**src/rtl/ov_cap_pkg.sv**
```systemverilog
// Shared definitions for the camera capture / overlay stage.
//   GREEN, RED, BLUE : RGB565 overlay colours (marker, target box, threshold hit)
//   mode_e           : overlay mode encoding driven on the mode input
//   state_e          : frame-sync state machine states
package ov_cap_pkg;

  localparam logic [15:0] GREEN = 16'h07E0;
  localparam logic [15:0] RED   = 16'hF800;
  localparam logic [15:0] BLUE  = 16'h001F;

  typedef enum logic [1:0] {
    ModeRaw        = 2'd0,
    ModeOverlay    = 2'd1,
    ModeThresh     = 2'd2,
    ModeOverlayAlt = 2'd3  // behaves exactly like ModeOverlay
  } mode_e;

  typedef enum logic [1:0] {
    StWaitSync = 2'd0,
    StBlank    = 2'd1,
    StActive   = 2'd2
  } state_e;

endpackage

```
**src/rtl/ov_overlay_mux.sv**
```systemverilog
// Combinational colour decision for one captured pixel.
// Ports:
//   i_x, i_y        : pixel coordinate (CW bits)
//   i_mode          : frame-latched overlay mode
//   i_avg_x/y       : frame-latched laser centroid
//   i_target_x/y    : frame-latched target box top-left corner
//   i_disappear     : frame-latched target hide flag
//   i_raw           : assembled RGB565 pixel
//   o_pix           : pixel to write (overlay colour or raw)
module ov_overlay_mux
  import ov_cap_pkg::*;
#(
  parameter int unsigned CW       = 10,
  parameter int unsigned MARK_R   = 2,
  parameter int unsigned TGT_SIZE = 15,
  parameter int unsigned THRESH   = 12
) (
  input  logic [CW-1:0] i_x,
  input  logic [CW-1:0] i_y,
  input  mode_e         i_mode,
  input  logic [CW-1:0] i_avg_x,
  input  logic [CW-1:0] i_avg_y,
  input  logic [CW-1:0] i_target_x,
  input  logic [CW-1:0] i_target_y,
  input  logic          i_disappear,
  input  logic [15:0]   i_raw,
  output logic [15:0]   o_pix
);

  // One extra bit so target + TGT_SIZE can never wrap.
  logic [CW:0] w_x, w_y, w_ax, w_ay, w_tx, w_ty;
  logic [CW:0] w_dx, w_dy;
  logic        w_marker, w_in_box, w_hot;

  assign w_x  = {1'b0, i_x};
  assign w_y  = {1'b0, i_y};
  assign w_ax = {1'b0, i_avg_x};
  assign w_ay = {1'b0, i_avg_y};
  assign w_tx = {1'b0, i_target_x};
  assign w_ty = {1'b0, i_target_y};

  assign w_dx = (w_x >= w_ax) ? (w_x - w_ax) : (w_ax - w_x);
  assign w_dy = (w_y >= w_ay) ? (w_y - w_ay) : (w_ay - w_y);

  assign w_marker = (w_dx <= (CW+1)'(MARK_R)) && (w_dy <= (CW+1)'(MARK_R));

  assign w_in_box = !i_disappear &&
                    (w_x >= w_tx) && (w_x < w_tx + (CW+1)'(TGT_SIZE)) &&
                    (w_y >= w_ty) && (w_y < w_ty + (CW+1)'(TGT_SIZE));

  // red is pix[15:11]; its upper four bits are compared
  assign w_hot = i_raw[15:12] > 4'(THRESH);

  always_comb begin
    o_pix = i_raw;
    if (i_mode != ModeRaw) begin
      if (w_marker) begin
        o_pix = GREEN;
      end else if (w_in_box) begin
        o_pix = RED;
      end else if ((i_mode == ModeThresh) && w_hot) begin
        o_pix = BLUE;
      end
    end
  end

endmodule

```
**src/rtl/ov_capture_overlay.sv**
```systemverilog
// OV7670 capture stage: assembles RGB565 pixels from the camera byte stream,
// applies the marker / target / threshold overlays and writes the frame buffer.
// Ports:
//   i_pclk, i_resetn      : pixel clock, asynchronous active-low reset
//   i_vsync, i_href, i_d  : camera sync, line valid and data byte (high byte first)
//   i_mode                : 0 raw, 1/3 overlay, 2 overlay + red threshold
//   i_avg_x, i_avg_y      : laser centroid (latched at vsync falling)
//   i_target_x/y          : target box corner (latched at vsync falling)
//   i_disappear           : hide target box (latched at vsync falling)
//   o_addr, o_dout, o_we  : frame-buffer write port, one write per pixel
//   o_frame_done          : one-cycle pulse when a frame with lines ends
//   o_line_err            : sticky per frame, some line ended with x != H_RES
module ov_capture_overlay
  import ov_cap_pkg::*;
#(
  parameter int unsigned H_RES    = 320,
  parameter int unsigned V_RES    = 240,
  parameter int unsigned AW       = 17,
  parameter int unsigned CW       = 10,
  parameter int unsigned MARK_R   = 2,
  parameter int unsigned TGT_SIZE = 15,
  parameter int unsigned THRESH   = 12
) (
  input  logic          i_pclk,
  input  logic          i_resetn,
  input  logic          i_vsync,
  input  logic          i_href,
  input  logic [7:0]    i_d,
  input  logic [1:0]    i_mode,
  input  logic [CW-1:0] i_avg_x,
  input  logic [CW-1:0] i_avg_y,
  input  logic [CW-1:0] i_target_x,
  input  logic [CW-1:0] i_target_y,
  input  logic          i_disappear,
  output logic [AW-1:0] o_addr,
  output logic [15:0]   o_dout,
  output logic          o_we,
  output logic          o_frame_done,
  output logic          o_line_err
);

  localparam logic [CW-1:0] H_LIM  = CW'(H_RES);
  localparam logic [CW-1:0] V_LIM  = CW'(V_RES);
  localparam logic [AW-1:0] H_STEP = AW'(H_RES);

  state_e        r_state;
  logic          r_vsync_q, r_href_q;
  logic [CW-1:0] r_x, r_y;
  logic          r_phase;
  logic [7:0]    r_hi;
  // r_line_base tracks y*H_RES, r_pix_addr the address of the next pixel
  logic [AW-1:0] r_line_base, r_pix_addr;

  mode_e         r_mode;
  logic [CW-1:0] r_avg_x, r_avg_y, r_tgt_x, r_tgt_y;
  logic          r_disappear;

  logic [AW-1:0] r_addr;
  logic [15:0]   r_dout;
  logic          r_we, r_frame_done, r_line_err;

  logic [15:0]   w_raw, w_pix;
  logic [AW-1:0] w_next_base;
  logic          w_vs_rise, w_vs_fall, w_href_fall;

  assign w_raw       = {r_hi, i_d};
  assign w_next_base = r_line_base + H_STEP;
  assign w_vs_rise   = !r_vsync_q && i_vsync;
  assign w_vs_fall   = r_vsync_q && !i_vsync;
  assign w_href_fall = r_href_q && !i_href;

  ov_overlay_mux #(
    .CW       (CW),
    .MARK_R   (MARK_R),
    .TGT_SIZE (TGT_SIZE),
    .THRESH   (THRESH)
  ) u_mux (
    .i_x         (r_x),
    .i_y         (r_y),
    .i_mode      (r_mode),
    .i_avg_x     (r_avg_x),
    .i_avg_y     (r_avg_y),
    .i_target_x  (r_tgt_x),
    .i_target_y  (r_tgt_y),
    .i_disappear (r_disappear),
    .i_raw       (w_raw),
    .o_pix       (w_pix)
  );

  always_ff @(posedge i_pclk or negedge i_resetn) begin
    if (!i_resetn) begin
      r_state      <= StWaitSync;
      r_vsync_q    <= 1'b0;
      r_href_q     <= 1'b0;
      r_x          <= '0;
      r_y          <= '0;
      r_phase      <= 1'b0;
      r_hi         <= '0;
      r_line_base  <= '0;
      r_pix_addr   <= '0;
      r_mode       <= ModeRaw;
      r_avg_x      <= '0;
      r_avg_y      <= '0;
      r_tgt_x      <= '0;
      r_tgt_y      <= '0;
      r_disappear  <= 1'b0;
      r_addr       <= '0;
      r_dout       <= '0;
      r_we         <= 1'b0;
      r_frame_done <= 1'b0;
      r_line_err   <= 1'b0;
    end else begin
      r_vsync_q    <= i_vsync;
      r_href_q     <= i_href;
      r_we         <= 1'b0;
      r_frame_done <= 1'b0;

      unique case (r_state)
        // Drop whatever partial frame is in flight until blanking is seen.
        StWaitSync: begin
          if (i_vsync) r_state <= StBlank;
        end

        StBlank: begin
          r_x         <= '0;
          r_y         <= '0;
          r_phase     <= 1'b0;
          r_line_base <= '0;
          r_pix_addr  <= '0;
          if (w_vs_fall) begin
            r_mode      <= mode_e'(i_mode);
            r_avg_x     <= i_avg_x;
            r_avg_y     <= i_avg_y;
            r_tgt_x     <= i_target_x;
            r_tgt_y     <= i_target_y;
            r_disappear <= i_disappear;
            r_line_err  <= 1'b0;
            r_state     <= StActive;
          end
        end

        StActive: begin
          if (w_vs_rise) begin
            // Ends the frame even mid-line; a pixel completing now is dropped.
            r_frame_done <= (r_y != '0);
            r_state      <= StBlank;
          end else if (w_href_fall) begin
            // x saturates at H_RES, so only short lines are flagged.
            if (r_x != H_LIM) r_line_err <= 1'b1;
            if (r_y < V_LIM) begin
              r_y         <= r_y + CW'(1);
              r_line_base <= w_next_base;
            end
            r_pix_addr <= w_next_base;
            r_x        <= '0;
            r_phase    <= 1'b0;
          end else if (i_href) begin
            if (!r_phase) begin
              r_hi    <= i_d;
              r_phase <= 1'b1;
            end else begin
              r_phase <= 1'b0;
              if (r_x < H_LIM) begin
                r_x <= r_x + CW'(1);
                if (r_y < V_LIM) begin
                  r_we       <= 1'b1;
                  r_dout     <= w_pix;
                  r_addr     <= r_pix_addr;
                  r_pix_addr <= r_pix_addr + AW'(1);
                end
              end
            end
          end
        end

        default: r_state <= StWaitSync;
      endcase
    end
  end

  assign o_addr       = r_addr;
  assign o_dout       = r_dout;
  assign o_we         = r_we;
  assign o_frame_done = r_frame_done;
  assign o_line_err   = r_line_err;

endmodule

```
**config.mk**
```make
export PLATFORM = sky130hd
export DESIGN_NAME = ov_capture_overlay
export DESIGN_NICKNAME = d
export VERILOG_FILES = /design/src/rtl/ov_cap_pkg.sv /design/src/rtl/ov_overlay_mux.sv /design/src/rtl/ov_capture_overlay.sv
export SDC_FILE = /design/constraint.sdc
export NUM_CORES = 1
export LEC_CHECK = 0
export BUFFER_PORTS_ARGS = -buffer_cell sky130_fd_sc_hd__buf_2
export CAP_MARGIN = 20
export CORE_UTILIZATION = 44
export CTS_CLUSTER_SIZE = 8
export DETAILED_ROUTE_END_ITERATION = 12
export GPL_TIMING_DRIVEN = 0
export PLACE_DENSITY = 0.73
export SYNTH_ARGS = -nofsm -noshare
export SYNTH_HDL_FRONTEND = slang
export SYNTH_SLANG_ARGS = --single-unit
```
**constraint.sdc**
```tcl
create_clock -name i_pclk -period 5.01 [get_ports i_pclk]
set_input_delay 0.501 -clock i_pclk [delete_from_list [all_inputs] [get_ports i_pclk]]
set_output_delay 0.501 -clock i_pclk [all_outputs]
set_load 0.01 [all_outputs]
```
==> run_results.csv, run 1 <==
group,metric,value,unit
final_layout,nNetsFinal,1324,
route,drtIter0Drc,539,
die,chipWidth,148.1,µm
critical_path,cp_cell_sequence,"inv_1, ha_1, buf_6, nand2_2, a211oi_2, nor2_1, a2111oi_0, nand4_1, mux2i_1, o2111a_1, nand3_2, o21ai_4, o221a_1",
critical_path,crit_path_max_incr_delay,0.59,ns
min_path,hp-class,"in2reg",
power,internal_power,2.739,mW
placement,place_area,10220,µm²
critical_path,crit_required,5.38,ns
logic_synthesis,synth_ff_type,"dfrtp_1",
critical_path,cp_max_fo,9,
sta,rsz0062_at_grt,"no",
critical_path,critPathKind,"reg2reg",
final_layout,fin_area,10830,µm²
clock_tree,clk-insertion-delay-late,0.43,ns
clock_tree,clock-sinks,140,
logic_synthesis,ys_warn_count,0,
die,die_h,148.1,µm
power,power_density,402.5,nW/µm²
clock_tree,cts.clk_slew.worst_paths,0.06,ns
clock_tree,clockBufferDepth,2,
clock_tree,h-tree-depth,4,
logic_synthesis,yosysTopAreaCellShare,37.32,%
grt,grt_overflow,0,
placement,port_buffers,90,
power,share_comb_of_total_power,37.2,%
logic_synthesis,synth_fp_nets,1213,
final_layout,syn2layout_area_growth,15.33,%
run_status,violations,"DRC",
route,ant_nets,0,
sta,relSlewSlack,33.71,%
die,rows,53,
sta,setup_viol,0,
run,maxCapViolCount,0,
sta,finalMaxSlewViolations,0,
sta,setup_tns,0,ns
logic_synthesis,synth.distinct_cells,83,
power,switchingPower,1.618,mW
power,seqPwrFrac,33.0,%
clock_tree,cts_tree,"yes",
placement,dp.cells,1432,
power,leakagePower,5.061,nW
route,wl_per_cell,16.56,µm
critical_path,crit_buf_inv,2,
final_layout,multiInputGateArea,5416,µm²
final_layout,layout-drive-gt1-share,14.62,%
placement,routabilityCongestion,0.9120,
final_layout,seqCellArea,3503,µm²
route,routed_wl,24280,µm
sta,fin_crit_sh,75.31,%
grt,grt_use_total,23.20,%
critical_path,cpMaxStageDelayCell,"dfrtp_1",
sta,setup_ws,1.237,ns
power,p_clk_share,29.8,%
die,io_pins,91,
route,drc,2,
clock_tree,root_buffer,"clkbuf_16",
route,firstDrtPassIters,12,
logic_synthesis,synth-edff-count,0,
power,sw_frac_of_total,37.14,%
sta,max_freq,265.0,MHz
route,viasPerCell,5.561,
logic_synthesis,syn_avg_cell_area,8.807,µm²
logic_synthesis,yosysSeqAreaShare,37.32,%
logic_synthesis,syn_area,9388,µm²
die,coreArea,20960,µm²
critical_path,crit_family,"compound AO/OA/AOI/OAI gates",
grt,grt_first_pass_wirelength,40240,µm
final_layout,final_cells,1466,
clock_tree,post-cts-setup-buffers,0,
grt,grt_max_degree,99,
grt,grt_pass1_vias,8016,
sta,period_minus_slack,3.773,ns
placement,place_hpwl,18450,µm
logic_synthesis,synth_area_leaders,"dfrtp_1, ha_1, nand2_1",
sta,hold_viol,0,
die,dieArea,21920,µm²
grt,antenna_found_initial,1,
critical_path,cp-start-kind,"flip-flop",
logic_synthesis,synthCells,1066,
route,num_vias,8152,
final_layout,nFillCells,2010,
sta,fin_skew,0.007337,ns
sta,worst_slew_pin_slew,0.9907,ns
run_status,status,"complete, but fails checks",
critical_path,critPathCaptureType,"flip-flop",
power,ir_drop,276.5,µV
die,initial_utilization,44.80,%
critical_path,cp.arrival,4.14,ns
logic_synthesis,async_flop_share,100.0,%
logic_synthesis,yosys.area.top_type,"dfrtp_1",
placement,post-place-ws,1.335,ns
logic_synthesis,ys_ff_latch,140,
clock_tree,cts_made_buffers,17,
[sequential cells by signal, indices dropped and copies added, names as in the netlist]
register      count
r_avg_y          10
r_href_q          1
r_vsync_q         1
o_line_err        1
r_hi              8
o_addr           17
r_y              10
r_state           2
o_frame_done      1
r_mode            2
r_tgt_y          10
o_we              1
r_tgt_x          10
r_phase           1
r_avg_x          10
r_line_base      11
r_x              10
o_dout           16
r_pix_addr       17
r_disappear       1
[repair_timing]
item	CTS	global route
hold endpoints to repair	8	0
hold buffers	1	0
endpoints found under the setup margin	0	0
gates resized for setup	0	0
[layout make-up]
type | instances | area share (%)
Multi-Input combinational cell | 808 | 50.03
Antenna cell | 1 | 0.02311
Sequential cell | 140 | 32.36
Buffer | 40 | 1.618
Clock inverter | 14 | 1.468
Tap cell | 275 | 3.178
Timing Repair Buffer | 92 | 4.565
Clock buffer | 18 | 4.056
Inverter | 78 | 2.704
[cell families after synthesis]
family	share of synthesized area, %
DFF	37.32
xor gates and xnor gates	4.945
adders and majority gates	12.58
and+or+nand+nor	19.13
AOI/OAI and AO/OA	19.30
muxes	1.746
buffers and inverters	4.985
[stage by stage]
stage,hold slack [ns],total power [mW],util (%)
after global placement,0.4582,3.019,48.59
after detailed placement,0.4538,3.059,48.75
after floorplan,0.2054,2.644,-
after CTS,0.2377,4.366,51.65
after global routing,0.2482,4.644,51.67
final,0.2448,4.358,51.67
[path summary, 6_finish.rpt]
path | from | to | slack, ns | cells after the start
min reg2reg | o_addr[7] | o_addr[7] | 0.47 | 2
max reg2reg | r_y[4] | o_dout[10] | 1.24 | 13
max | r_y[4] | o_dout[10] | 1.24 | 13
min | i_vsync | r_vsync_q | 0.24 | 1
min in group asynchronous | i_resetn | o_addr[14] | 0.55 | 2
max in group asynchronous | i_resetn | r_x[0] | 3.64 | 3
[power by group through the flow]
stage | clock network [mW] | logic, mW | registers [mW]
2_1_floorplan | 0 | 1.21 | 1.43
6_report | 1.30 | 1.62 | 1.44
5_1_grt | 1.36 | 1.82 | 1.47
4_1_cts | 1.31 | 1.62 | 1.44
3_5_place_dp | 0 | 1.60 | 1.46
3_3_place_gp | 0 | 1.57 | 1.45
[cell usage after synthesis (10+ instances only)]
cell type and instances:
nand3_1 36, ha_1 88, a21o_1 14, nor2b_1 11
o21ai_1 15, a21oi_1 55, xor2_1 14, nand4_1 13
o21a_1 10, nand2_1 152, xnor2_1 39, nor2_1 75
mux2_2 11, and3_1 17, dfrtp_1 140, nor3_1 16
inv_1 75, o21ai_0 88, nand2b_1 24, clkbuf_1 28
[placed cells by master (no fill, tap or decap), types with 7 or more instances in the layout]
cell type / n
ha_1: 88
buf_2: 97
a21o_1: 14
dfrtp_1: 140
nor2b_1: 11
nand3_1: 36
clkbuf_1: 28
o21ai_0: 88
xnor2_1: 39
clkbuf_16: 17
mux2_2: 11
nand2b_1: 24
and3_1: 17
o21ai_1: 15
nand4_1: 13
nor3_1: 16
nor2_1: 75
o31ai_1: 7
nand2_1: 152
a21oi_1: 55
xor2_1: 14
inv_1: 75
o21a_1: 10
[layer usage]
layer	vias up	share of wire, %	global-route usage (%)
met1	3901	46	30.92
met5	-	0	0
met3	44	4.9	3.742
met2	234	47	37.79
met4	0	2.6	8.969
li1	3973	-	-
Note: power is estimated with default switching activity, not from simulation.
==> inputs of run 2 (changes only) <==
--- a/config.mk
+++ b/config.mk
@@ -5,6 +5,7 @@
 export SDC_FILE = /design/constraint.sdc
 export NUM_CORES = 1
 export LEC_CHECK = 0
+export ABC_AREA = 1
 export BUFFER_PORTS_ARGS = -buffer_cell sky130_fd_sc_hd__buf_2
 export CAP_MARGIN = 20
 export CORE_UTILIZATION = 44
==> constraint.sdc (replaced) <==
create_clock -name i_pclk -period 3.9 [get_ports i_pclk]
set_input_delay 0.39 -clock i_pclk [delete_from_list [all_inputs] [get_ports i_pclk]]
set_output_delay 0.39 -clock i_pclk [all_outputs]
set_load 0.01 [all_outputs]
==> run 2 against run 1 <==
Net effect:
- the run now ends clean
- critical path type unchanged
- die area grew 4.3%
- power rose by 81%
- combinational power increased by 140%
- critical endpoint unchanged
- non-clock buffer count down 10
- clock skew fell by 0.00052 ns
- global-route usage grew 0.80 points
- clock power up 32%
- count of clock-buffer cells in the layout decreased by 1
- sequential share of layout area shrank 1.3 points
==> run_results.csv, run 2 <==
group,metric,value,unit
min_path,hp-class,"in2reg",
final_layout,multiInputGateArea,5455,µm²
route,drc,0,
sta,finalMaxSlewViolations,0,
power,ir_drop,375.2,µV
critical_path,cp_cell_sequence,"inv_1, ha_1, nand3_1, nand2_1, nor2_1, xor2_1, ha_1, nand2_1, nor2_1, nand2_1, nand3_1, nand2_1, nand2_1, nand2_1, nand2_1, nand2_1, nand4_1, clkbuf_1, nand3_1, nand3_1, nand2_1, nand2_1",
critical_path,cp.arrival,3.42,ns
clock_tree,post-cts-setup-buffers,0,
route,firstDrtPassIters,5,
sta,hold_viol,0,
final_layout,final_cell_mix,"nand2_1, inv_1, dfrtp_1",
final_layout,nNetsFinal,1598,
final_layout,layout-drive-gt1-share,12.70,%
logic_synthesis,synth_ff_type,"dfrtp_1",
sta,rsz0062_at_grt,"no",
critical_path,crit_buf_inv,2,
logic_synthesis,synth-edff-count,0,
critical_path,critPathKind,"reg2reg",
grt,antenna_found_initial,1,
logic_synthesis,syn_avg_cell_area,7.308,µm²
final_layout,nFillCells,2087,
logic_synthesis,synth.distinct_cells,47,
clock_tree,clock-sinks,140,
die,rows,54,
route,wl_per_cell,14.89,µm
logic_synthesis,ys_warn_count,0,
clock_tree,root_buffer,"clkbuf_16",
critical_path,cp_max_fo,10,
clock_tree,cts_tree,"yes",
die,die_h,151.2,µm
logic_synthesis,syn_area,9793,µm²
route,viasPerCell,5.186,
sta,setup_tns,0,ns
clock_tree,cts.clk_slew.worst_paths,0.06,ns
logic_synthesis,yosys.area.top_type,"dfrtp_1",
grt,grt_pass1_vias,8811,
placement,routabilityCongestion,0.9014,
logic_synthesis,synth_fp_nets,1487,
route,num_vias,9049,
sta,max_freq,327.7,MHz
logic_synthesis,yosysTopAreaCellShare,35.77,%
critical_path,crit_path_max_incr_delay,0.38,ns
sta,worst_slew_pin_slew,0.7629,ns
logic_synthesis,async_flop_share,100.0,%
grt,grt_first_pass_wirelength,42590,µm
clock_tree,clk-insertion-delay-late,0.43,ns
die,initial_utilization,44.87,%
placement,place_hpwl,20030,µm
grt,grt_max_degree,74,
die,io_pins,91,
critical_path,critPathCaptureType,"flip-flop",
critical_path,cpMaxStageDelayCell,"dfrtp_1",
die,chipWidth,151.2,µm
power,leakagePower,5.797,nW
sta,period_minus_slack,3.052,ns
logic_synthesis,synth_common_cells,"nand2_1, inv_1, dfrtp_1",
critical_path,cp_common_cell,"nand2_1",
placement,place_area,10630,µm²
placement,port_buffers,90,
logic_synthesis,yosysSeqAreaShare,35.77,%
sta,setup_viol,0,
grt,grt_use_total,24.00,%
placement,post-place-ws,0.8842,ns
sta,relSlewSlack,49.14,%
run,maxCapViolCount,0,
final_layout,final_core_util,51.61,%
route,ant_nets,0,
logic_synthesis,synthCells,1340,
critical_path,crit_required,4.27,ns
final_layout,final_common_cell,"nand2_1",
final_layout,fin_area,11260,µm²
grt,grt_overflow,0,
route,drtIter0Drc,401,
clock_tree,h-tree-depth,4,
critical_path,cp-start-kind,"flip-flop",
clock_tree,cts_made_buffers,17,
critical_path,crit_family,"simple AND/OR/NAND/NOR gates",
sta,setup_ws,0.8482,ns
die,coreArea,21820,µm²
clock_tree,clockBufferDepth,2,
run_status,status,"finished, final reports clean",
final_layout,seqCellArea,3503,µm²
logic_synthesis,ys_ff_latch,140,
final_layout,final_cells,1745,
power,power_density,698.6,nW/µm²
logic_synthesis,synth_most_common_cell,"nand2_1",
placement,dp.cells,1711,
logic_synthesis,synth_area_leaders,"dfrtp_1, nand2_1, ha_1",
route,routed_wl,25990,µm
die,dieArea,22860,µm²
sta,fin_crit_sh,78.25,%
sta,fin_skew,0.006817,ns
final_layout,syn2layout_area_growth,15.01,%
-- run 2: changes by cell type in the layout (fill, tap and decap cells not counted), moves of 12 or more --
cell | before | now
inv_1 | 75 | 169
clkbuf_1 | 28 | 14
nand2_1 | 152 | 352
a21oi_1 | 55 | 87
xor2_1 | 14 | 31
nor2_1 | 75 | 122
and3_1 | 17 | 0
nand2b_1 | 24 | 0
nand3_1 | 36 | 82
xnor2_1 | 39 | 4
a21o_1 | 14 | 2
-- run 2: metrics by stage --
step,total power [mW],hold slack [ns]
after floorplan,5.032,0.09441
after global placement,6.026,0.4636
after detailed placement,6.119,0.4385
after CTS,7.887,0.09897
after global routing,8.567,0.1174
final,7.868,0.1116
-- run 2: worst reg2reg max path: cells and delay by family (launching register included) --
kind	cells	cell delay, ns
xor+xnor	1	0.15
buf+inv	2	0.52
flops	1	0.38
fa+ha+maj	2	0.52
simple gates	17	1.44
-- run 2: logic make-up (layout without fill, tap and decap cells) --
kind of cell / Yosys count / after routing / synth area share [%]
compound gates: 230 / 230 / 12.67
flops: 140 / 140 / 35.77
mux: 5 / 5 / 0.5749
xor+xnor: 35 / 35 / 3.130
fa+ha+maj: 92 / 92 / 12.06
simple gates: 625 / 625 / 27.26
other cells: 0 / 1 / 0
buf+inv: 213 / 337 / 8.522
-- run 2: power breakdown --
group / internal [mW] / switching [mW]
sequential: 1.92 / 0.319
combinational: 1.37 / 2.54
clock: 1.07 / 0.655
total: 4.36 / 3.51
-- run 2: cell type report --
type	count	area share, %
tap	280	3.110
inverter	183	6.121
timing repair buffer	92	4.388
sequential	140	31.10
buffer	30	1.289
clock buffer	17	3.777
clock inverter	15	1.755
antenna	1	0.02222
multi-input combinational	987	48.43
-- run 2: final timing paths --
kind                            slack, ns        from  cells after the start    endpoint
max in group asynchronous            2.59    i_resetn                      3      r_y[1]
worst max-delay path                 0.85  r_tgt_y[0]                     22  o_dout[10]
min in group asynchronous            0.52    i_resetn                      2   o_dout[2]
worst min-delay path                 0.11      i_href                      1    r_href_q
worst min register to register       0.48   o_dout[5]                      2   o_dout[5]
worst max register to register       0.85  r_tgt_y[0]                     22  o_dout[10]
-- run 2: what timing repair did --
action / 4_1_cts / 5_1_grt
hold buffers: 1 / 0
hold endpoints to repair: 26 / 0
resized for setup: 0 / 0
-- run 2: layer usage --
| layer | wire length (µm) | GRT usage [%] |
|---|---|---|
| met1 | 11830 | 31.05 |
| met2 | 12270 | 40.18 |
| met3 | 1201 | 3.645 |
| met4 | 676 | 9.400 |
| met5 | 0 | 0 |
==> inputs of run 3 (changes only) <==
--- a/config.mk
+++ b/config.mk
@@ -12,7 +12,7 @@
 export CTS_CLUSTER_SIZE = 8
 export DETAILED_ROUTE_END_ITERATION = 12
 export GPL_TIMING_DRIVEN = 0
-export PLACE_DENSITY = 0.73
+export PLACE_DENSITY = 0.75
 export SYNTH_ARGS = -nofsm -noshare
 export SYNTH_HDL_FRONTEND = slang
 export SYNTH_SLANG_ARGS = --single-unit
==> constraint.sdc (replaced) <==
create_clock -name i_pclk -period 2.7 [get_ports i_pclk]
set_input_delay 0.27 -clock i_pclk [delete_from_list [all_inputs] [get_ports i_pclk]]
set_output_delay 0.27 -clock i_pclk [all_outputs]
set_load 0.01 [all_outputs]
==> run 3 against run 2 <==
Net effect:
- first-iteration DRC count rose by 0.50%
- core utilization rose by 2.7 points
- critical path type unchanged
- the flow now finishes with violations (setup timing)
- global-route usage barely moved
- via count rose by 3.4%
- die area did not move
- maximum frequency rose by 7.7%
==> run_results.csv, run 3 (synthesis results as in run 2) <==
group,metric,value,unit
clock_tree,cts_made_buffers,17,
run,maxCapViolCount,0,
die,dieArea,22860,µm²
final_layout,final_common_cell,"nand2_1",
critical_path,crit_path_max_incr_delay,0.39,ns
critical_path,crit_buf_inv,2,
critical_path,critPathKind,"reg2reg",
critical_path,cp.arrival,3.15,ns
run_status,status,"complete, but fails checks",
route,num_vias,9355,
critical_path,rr_worst_depth,22,
route,wl_per_cell,15.04,µm
sta,rsz0062_at_grt,"yes",
sta,max_freq,353.0,MHz
die,rows,54,
power,power.total,11.71,mW
clock_tree,cts.clk_slew.worst_paths,0.06,ns
sta,finalMaxSlewViolations,0,
critical_path,crit_required,3.02,ns
power,ir_drop,593.7,µV
grt,grt_use_total,24.01,%
critical_path,critPathCaptureType,"flip-flop",
final_layout,nNetsFinal,1627,
route,drc,0,
final_layout,layout-drive-gt1-share,19.76,%
sta,worst_slew_pin_slew,0.6321,ns
route,ant_nets,0,
critical_path,reg2reg_from,"r_tgt_y[1]",
placement,routabilityCongestion,0.9004,
route,viasPerCell,5.273,
die,chipWidth,151.2,µm
clock_tree,clockBufferDepth,2,
grt,antenna_found_initial,2,
sta,setup_viol,11,
die,initial_utilization,44.87,%
critical_path,reg2reg_slack,-0.13,ns
clock_tree,clock-sinks,140,
sta,fin_skew,0.005540,ns
sta,period_minus_slack,2.833,ns
clock_tree,root_buffer,"clkbuf_16",
grt,grt_pass1_vias,9015,
critical_path,cp_cell_sequence,"inv_2, ha_4, nand3_4, nand2_4, nor2_4, xor2_1, ha_1, nand2_1, nor2_1, nor2_1, nand3_1, nand2_1, nand2_1, nand2_1, nand2_1, nand2_2, nand4_1, clkbuf_8, nand3_2, nand3_1, nand2_1, nand2_1",
critical_path,cp-start-kind,"flip-flop",
critical_path,worstReg2RegEnd,"o_dout[10]",
grt,grt_overflow,0,
die,io_pins,91,
clock_tree,h-tree-depth,4,
final_layout,syn2layout_area_growth,20.98,%
clock_tree,clk-insertion-delay-late,0.43,ns
min_path,min_path_cells,1,
route,routed_wl,26680,µm
critical_path,crit_cells,22,
grt,grt_first_pass_wirelength,42810,µm
sta,setup_tns,-0.9703,ns
min_path,hp-class,"in2reg",
run_status,violations,"setup timing",
die,die_h,151.2,µm
critical_path,crit_family,"simple AND/OR/NAND/NOR gates",
critical_path,crit_path_start,"r_tgt_y[1]",
sta,relSlewSlack,57.86,%
final_layout,final_cell_mix,"nand2_1, inv_1, dfrtp_1",
critical_path,endpoint,"o_dout[10]",
sta,hold_viol,0,
sta,hold_ws,0.01936,ns
critical_path,cp_common_cell,"nand2_1",
placement,port_buffers,90,
critical_path,cp_max_fo,5,
sta,fin_crit_sh,104.9,%
route,drtIter0Drc,403,
grt,grt_max_degree,87,
sta,setup_ws,-0.1328,ns
route,firstDrtPassIters,5,
final_layout,fin_area,11850,µm²
placement,place_area,10630,µm²
critical_path,cpMaxStageDelayCell,"dfrtp_1",
power,leakagePower,5.987,nW
placement,place_hpwl,19740,µm
power,power_density,988.7,nW/µm²
clock_tree,cts_tree,"yes",
die,coreArea,21820,µm²
[run 3: cell types whose count changed in the layout (fill, tap and decap cells not counted), moves of 9 or more]
| cell | before | now |
|---|---|---|
| inv_2 | 11 | 27 |
| ha_1 | 88 | 74 |
| nand2_1 | 352 | 340 |
| dfrtp_1 | 140 | 125 |
| nand3_1 | 82 | 73 |
| inv_1 | 169 | 153 |
| ha_4 | 0 | 12 |
| dfrtp_2 | 0 | 15 |
| buf_4 | 1 | 29 |
[run 3: what timing repair did]
action | CTS | global route
gates resized for setup | 33 | 80
hold buffers | 2 | 0
endpoints found under the setup margin | 16 | 16
endpoints found under the hold margin | 55 | 0
pin swaps | 2 | 27
cloned | 1 | 1
buffers inserted | 7 | 19
[run 3: metrics by stage]
| step | cells | util [%] | setup WS [ns] |
|---|---|---|---|
| after floorplan | 1340 | - | 0.2399 |
| after global routing | 1773 | 54.28 | -0.3069 |
| after global placement | 1710 | 48.54 | -0.6237 |
| after CTS | 1753 | 52.10 | 0.0004607 |
| final | 1774 | 54.29 | -0.1328 |
| after detailed placement | 1711 | 48.70 | -0.3125 |
[run 3: worst min path at each step]
stage             start  slack, ns         to
6_report         i_href       0.02   r_href_q
5_1_grt          i_href       0.01   r_href_q
4_1_cts          i_href      0.003   r_href_q
3_5_place_dp   i_resetn       0.26  o_dout[2]
3_3_place_gp    i_vsync       0.43  r_vsync_q
2_1_floorplan  i_resetn      -0.03  o_addr[0]
[run 3: power by group]
| group | total, mW | leakage, nW | internal [mW] | switching [mW] |
|---|---|---|---|---|
| registers | 3.29 | 1.80 | 2.78 | 0.515 |
| logic | 6.18 | 3.91 | 2.31 | 3.87 |
| clock network | 2.25 | 0.282 | 1.33 | 0.913 |
[run 3: metal layers]
| layer | global-route usage (%) | routed length [µm] | up-vias |
|---|---|---|---|
| met2 | 40.48 | 12850 | 266 |
| met5 | 0 | 12 | - |
| met3 | 3.705 | 1274 | 75 |
| met1 | 30.61 | 11680 | 4388 |
| met4 | 9.750 | 858 | 2 |
| li1 | - | - | 4624 |
[run 3: worst register-to-register path, cell delays in order (launching register included)]
cell      delay (ns)
dfrtp_1         0.39
inv_2           0.08
ha_4            0.15
nand3_4         0.10
nand2_4         0.09
nor2_4          0.04
xor2_1          0.16
ha_1            0.31
nand2_1         0.09
nor2_1          0.05
nor2_1          0.09
nand3_1         0.08
nand2_1         0.07
nand2_1         0.05
nand2_1         0.05
nand2_1         0.06
nand2_2         0.10
nand4_1         0.21
clkbuf_8        0.25
nand3_2         0.05
nand3_1         0.09
nand2_1         0.10
nand2_1         0.05
[run 3: final cells by class]
cell class / count / area, µm²
clock buffers: 21 / 470.5
plain buffers: 30 / 170.2
diodes: 1 / 2.502
fillers: 2011 / 9976
clock inverters: 11 / 93.84
well taps: 280 / 350.3
flip-flops and latches: 140 / 3522
multi-input cells: 987 / 5804
inverters: 183 / 689.4
repair buffers: 121 / 744.5
